[src/rtl/offset_load_ctrl.sv]
// Bulk loader for the vertex-offset table: issues credit-limited HBM reads,
// counts returned beats, then waits for every core to finish its URAM fill.
module offset_load_ctrl #(
  parameter int                    HBM_AWIDTH      = 33,
  parameter logic [HBM_AWIDTH-1:0] BASE_ADDR       = {HBM_AWIDTH{1'b0}},
  parameter int                    BEAT_COUNT      = 4096,
  parameter int                    MAX_OUTSTANDING = 32,
  parameter int                    CORE_NUM        = 16,
  parameter int                    CNT_WIDTH       = 16
) (
  input  logic                  clk,
  input  logic                  rst,
  input  logic                  start,
  input  logic                  hbm_full,
  input  logic                  hbm_data_valid,
  input  logic [CORE_NUM-1:0]   core_done,
  output logic [HBM_AWIDTH-1:0] hbm_addr,
  output logic                  hbm_addr_valid,
  output logic                  busy,
  output logic                  load_done,
  output logic                  err_unexpected
);

  localparam int OUT_W = $clog2(MAX_OUTSTANDING) + 1;
  localparam logic [CNT_WIDTH-1:0] BEAT_CNT_C = CNT_WIDTH'(BEAT_COUNT);
  localparam logic [OUT_W-1:0]     MAX_OUT_C  = OUT_W'(MAX_OUTSTANDING);

  typedef enum logic [2:0] {
    S_IDLE       = 3'd0,
    S_ISSUE      = 3'd1,
    S_DRAIN      = 3'd2,
    S_WAIT_CORES = 3'd3,
    S_DONE       = 3'd4
  } state_t;

  state_t                  state_r;
  logic [CNT_WIDTH-1:0]    issue_cnt_r;
  logic [CNT_WIDTH-1:0]    recv_cnt_r;
  logic [OUT_W-1:0]        outstanding_r;
  logic [HBM_AWIDTH-1:0]   hbm_addr_r;
  logic                    hbm_addr_valid_r;
  logic                    busy_r;
  logic                    load_done_r;
  logic                    err_r;

  logic                    issue_s;
  logic                    take_s;
  logic                    beat_err_s;
  logic                    last_issue_s;
  logic                    cores_ready_s;
  logic [OUT_W-1:0]        out_nxt_s;
  logic [HBM_AWIDTH-1:0]   issue_addr_s;

  // Issue/accept decisions and the next outstanding-credit count.
  always_comb begin
    issue_s       = 1'b0;
    take_s        = 1'b0;
    out_nxt_s     = outstanding_r;
    if ((state_r == S_ISSUE) && !hbm_full && (outstanding_r < MAX_OUT_C)) begin
      issue_s = 1'b1;
    end else begin
      issue_s = 1'b0;
    end
    // A beat is only legitimate while reads are actually in flight.
    if (hbm_data_valid && ((state_r == S_ISSUE) || (state_r == S_DRAIN)) &&
        (outstanding_r != {OUT_W{1'b0}})) begin
      take_s = 1'b1;
    end else begin
      take_s = 1'b0;
    end
    case ({issue_s, take_s})
      2'b10:   out_nxt_s = outstanding_r + OUT_W'(1);
      2'b01:   out_nxt_s = outstanding_r - OUT_W'(1);
      default: out_nxt_s = outstanding_r;
    endcase
  end

  assign beat_err_s    = hbm_data_valid & ~take_s;
  assign last_issue_s  = (issue_cnt_r == (BEAT_CNT_C - CNT_WIDTH'(1)));
  assign cores_ready_s = &core_done;
  assign issue_addr_s  = BASE_ADDR + HBM_AWIDTH'(issue_cnt_r);

  // Load sequencer with registered request and status outputs.
  always_ff @(posedge clk) begin
    if (rst) begin
      state_r          <= S_IDLE;
      issue_cnt_r      <= {CNT_WIDTH{1'b0}};
      recv_cnt_r       <= {CNT_WIDTH{1'b0}};
      outstanding_r    <= {OUT_W{1'b0}};
      hbm_addr_r       <= {HBM_AWIDTH{1'b0}};
      hbm_addr_valid_r <= 1'b0;
      busy_r           <= 1'b0;
      load_done_r      <= 1'b0;
      err_r            <= 1'b0;
    end else begin
      hbm_addr_valid_r <= issue_s;
      if (issue_s) begin
        hbm_addr_r <= issue_addr_s;
      end
      outstanding_r <= out_nxt_s;
      if (take_s) begin
        recv_cnt_r <= recv_cnt_r + CNT_WIDTH'(1);
      end
      if (beat_err_s) begin
        err_r <= 1'b1;
      end
      case (state_r)
        S_IDLE, S_DONE: begin
          if (start) begin
            state_r       <= S_ISSUE;
            busy_r        <= 1'b1;
            load_done_r   <= 1'b0;
            issue_cnt_r   <= {CNT_WIDTH{1'b0}};
            recv_cnt_r    <= {CNT_WIDTH{1'b0}};
            outstanding_r <= {OUT_W{1'b0}};
          end
        end
        S_ISSUE: begin
          if (issue_s) begin
            issue_cnt_r <= issue_cnt_r + CNT_WIDTH'(1);
            if (last_issue_s) begin
              state_r <= S_DRAIN;
            end
          end
        end
        S_DRAIN: begin
          if (recv_cnt_r == BEAT_CNT_C) begin
            state_r <= S_WAIT_CORES;
          end
        end
        S_WAIT_CORES: begin
          if (cores_ready_s) begin
            state_r     <= S_DONE;
            busy_r      <= 1'b0;
            load_done_r <= 1'b1;
          end
        end
        default: begin
          state_r <= S_IDLE;
          busy_r  <= 1'b0;
        end
      endcase
    end
  end

  assign hbm_addr       = hbm_addr_r;
  assign hbm_addr_valid = hbm_addr_valid_r;
  assign busy           = busy_r;
  assign load_done      = load_done_r;
  assign err_unexpected = err_r;

endmodule

[config.mk]
export PLATFORM = sky130hd
export DESIGN_NAME = offset_load_ctrl
export DESIGN_NICKNAME = d
export VERILOG_FILES = /design/src/rtl/offset_load_ctrl.sv
export SDC_FILE = /design/constraint.sdc
export NUM_CORES = 1
export LEC_CHECK = 0
export CAP_MARGIN = 10
export CORE_ASPECT_RATIO = 0.9
export CORE_MARGIN = 2
export CORE_UTILIZATION = 40
export DETAILED_ROUTE_END_ITERATION = 12
export SYNTH_ARGS = -nofsm -noshare
export SYNTH_HDL_FRONTEND = slang
export SYNTH_SLANG_ARGS = --single-unit
export TNS_END_PERCENT = 10
[constraint.sdc]
create_clock -name clk -period 7.5 [get_ports clk]
set_clock_uncertainty 0.05 [all_clocks]
set_input_delay 0.75 -clock clk [delete_from_list [all_inputs] [get_ports clk]]
set_output_delay 0.75 -clock clk [all_outputs]
set_load 0.1 [all_outputs]
==> impl_results.md <==
- CTS H-Tree Depth: 3
- Hold wc startpoint: hbm_addr[12]
- Worst vdd ir: 0.0978 mV
- Post-synthesis sequential area ratio: 0.394
- Ports: 58
- Post-synthesis register bit count: 61
- Antenna violations before repair: 0
- Critical path required time: 7.75 ns
- Ys Warns: 0
- Worst slew pin tran: 1.01 ns
- Capture point of the worst reg-to-reg path: outstanding_r[4]
- Max Cap Viol: 0
- GPL Wtd Cong: 0.849
- Mapped Avg Cell Area: 8.16 µm²
- Clock buffer depth: 2
- Post-CTS sizing: 0
- Fillers: 718
- Nets: 438
- Largest net degree at the start of global routing: 27
- Status: complete, no violations
- Worst Hold End: hbm_addr[12]
- Crit-path slowest cell: clkdlybuf4s50_1
- Final worst path period need: 3.48 ns
- Synth-to-layout area growth: 19.6%
- GRT overflow: 0
- # clock sinks: 61
- Main synth FF type: dfxtp_1
- Final period util: 0.464
- Synth Instances: 380
- RSZ-0062 raised after global routing: no
- Die area: 8480 µm²
- CP Capture Type: flip-flop
- Hpwl dp: 4350 µm
- Synthesized area: 3100 µm²
- DR DRC count: 0
- Switch Pwr: 232 µW
- Slowest stage delay, CP: 0.50 ns
- Combinational power share: 0.146
- Number of I/O port buffers: 40
- TritonCTS clock tree: yes
- Number of global-route vias before repair: 2307
- Worst-Skew Late Latency: 0.35 ns
- Post-synth ARST share: 0
- Kind of critical path: primary input to flip-flop
- Setup fix buffers added after clock tree synthesis: 0
- Arrival @ worst endpoint: 3.73 ns
- Num CTS Buffers: 9
- Peak Freq: 287 MHz
- Overall routing resource usage: 0.157
- Post-route ant nets: 0
- Diode count: 0
- Average wire per cell in the routed design: 12.2 µm
- Vias post-DR: 2624
- Multi-input gate area: 1690 µm²
- Final Non-Filler Cells: 513
- Fin. Hold Viols: 0
- Final setup violating endpoints: 0
- Inst Count DP: 497
- Iteration-0 DRC Markers: 143
- Vias per inst: 5.12
- FF-to-FF path depth: 13
- Internal: 543 µW
- Starting Density: 0.411
- Reg2reg setup slack: 4.13 ns
- Post-synth EDFFs: 0
- Slew Limit Fails: 0
- CP delay by family, top: buffers and inverters
- Leakage dissipation: 1.31 nW
- Hold Path Class: flip-flop to flip-flop
- First-pass GRT wire length: 10700 µm
- Crit path cell chain: clkdlybuf4s50_1, nor4_4, buf_4, inv_1, ha_1, and2_1, a32o_1, or3_1, a311oi_1, a41o_1
- Worst hold stages: 2
- DIE HEIGHT: 87.5 µm
- CTS clk-pin slew, worst paths: 0.07 ns
- First-pass DRT Iterations: 4
- Buf+Inv Stages, Crit Path: 3
- Synth cell types: 53
- R2R Path Start: state_r[1]
- Core region area: 7540 µm²
- Post-CTS Hold Buffers: 0
- Std cell rows: 30
- Final setup TNS: 0 ns
- Crit path launch type: primary input
- Pwr/cell area: 209 nW/µm²
- Die W: 96.8 µm
- Clock root buffer: clkbuf_8
- Register area: 1220 µm²
- Layout cell share with drive strength beyond 1: 0.0624
- Rel. slew slack: 0.324
- Sequential power share: 0.433
- Routed wire length: 6260 µm
- CP Max Fanout: 24
- Clock Power Share: 0.421
- Net Sw Frac: 0.299
[final cells by class]
class,count,area share
Multi-Input combinational cell,288,0.456
Sequential cell,61,0.329
Timing Repair Buffer,42,0.112
Clock buffer,9,0.0334
Tap cell,96,0.0324
Clock inverter,7,0.0270
Inverter,10,0.0101
[power by group through the flow]
stage                     clock network, mW  registers (mW)  logic (mW)
after floorplan                           0           0.349      0.0889
after global placement                    0           0.343       0.113
after detailed placement                  0           0.343       0.113
after CTS                             0.335           0.336       0.113
after global routing                  0.353           0.337       0.121
final                                 0.326           0.336       0.113
[cell usage in the layout, fill, tap and decap left out, types with 4 or more instances in the layout]
cell and count:
a211oi_1 4, a21oi_1 29, and3_1 4, and4_1 6
clkbuf_8 9, clkdlybuf4s50_1 40, conb_1 17, dfxtp_1 61
ha_1 5, inv_1 10, nand2_1 54, nand2b_1 5
nand3_1 10, nand4_1 10, nor2_1 50, nor2b_1 4
nor3_1 10, o21ai_0 7, or3_1 6, xnor2_1 12
xor2_1 19
[registers in the layout (all words and copies together), names as in the netlist, 3 cells and up]
name and flops:
hbm_addr 16, issue_cnt_r 16, recv_cnt_r 16, outstanding_r 6, state_r 3
[metal layers]
metal | GRT usage | part of all wire
met1 | 0.209 | 0.51
met3 | 0.0670 | 0.056
met5 | 0 | 0
met2 | 0.234 | 0.42
met4 | 0.0499 | 0.014
[per-stage QoR]
step,hold slack (ns),power (mW),util,setup slack (ns),instance area (µm²)
2_1_floorplan,0.400,0.438,-,4.32,3160
3_3_place_gp,0.396,0.456,0.462,3.73,3490
3_5_place_dp,0.396,0.456,0.462,3.64,3490
5_1_grt,0.423,0.811,0.492,3.79,3710
4_1_cts,0.406,0.784,0.492,4.02,3710
6_report,0.404,0.775,0.492,4.02,3710
[cell usage after synthesis, types with 2 or more instances]
library cell	n	share of area
a211oi_1	4	0.0097
a21o_1	2	0.0048
a21oi_1	29	0.047
a31oi_1	2	0.0040
a41o_1	2	0.0065
and2_1	3	0.0061
and3_1	4	0.0081
and4_1	6	0.017
buf_1	5	0.0061
buf_2	5	0.0081
buf_4	18	0.044
clkbuf_1	8	0.0097
dfxtp_1	61	0.39
ha_1	5	0.020
inv_1	10	0.012
nand2_1	54	0.065
nand2b_1	5	0.010
nand3_1	10	0.016
nand4_1	10	0.020
nor2_1	50	0.061
nor2b_1	4	0.0081
nor3_1	10	0.016
nor4_1	2	0.0040
o21ai_0	7	0.011
o31ai_1	2	0.0048
or3_1	6	0.012
xnor2_1	12	0.034
xor2_1	19	0.054
[tightest hold or removal path, delay by kind of cell, from the launching register on]
family	cells	cell delay (ns)
AOI/OAI and AO/OA	1	0.05
DFF	1	0.31
and+or+nand+nor	1	0.05
[kinds of logic (layout without fill, tap and decap cells)]
kind of cell               count (synthesis)  count (layout)  share of synthesized area
and+or+nand+nor                          173             173                      0.277
AOI/OAI and AO/OA                         61              61                      0.134
DFF                                       61              61                      0.394
buffers and inverters                     47              68                     0.0831
xor gates and xnor gates                  31              31                     0.0875
adders and majority gates                  5               5                     0.0202
other                                      1              17                    0.00121
muxes                                      1               1                    0.00323
[worst max-delay path by stage]
stage | cells after the start | start | slack [ns] | end
3_5_place_dp | 10 | hbm_full | 3.64 | outstanding_r[3]
6_report | 10 | hbm_full | 4.02 | outstanding_r[3]
2_1_floorplan | 10 | hbm_full | 4.32 | outstanding_r[3]
3_3_place_gp | 10 | hbm_full | 3.73 | outstanding_r[3]
4_1_cts | 13 | hbm_full | 4.02 | outstanding_r[4]
5_1_grt | 13 | hbm_full | 3.79 | outstanding_r[4]
Note: power is estimated with default switching activity, not from simulation.
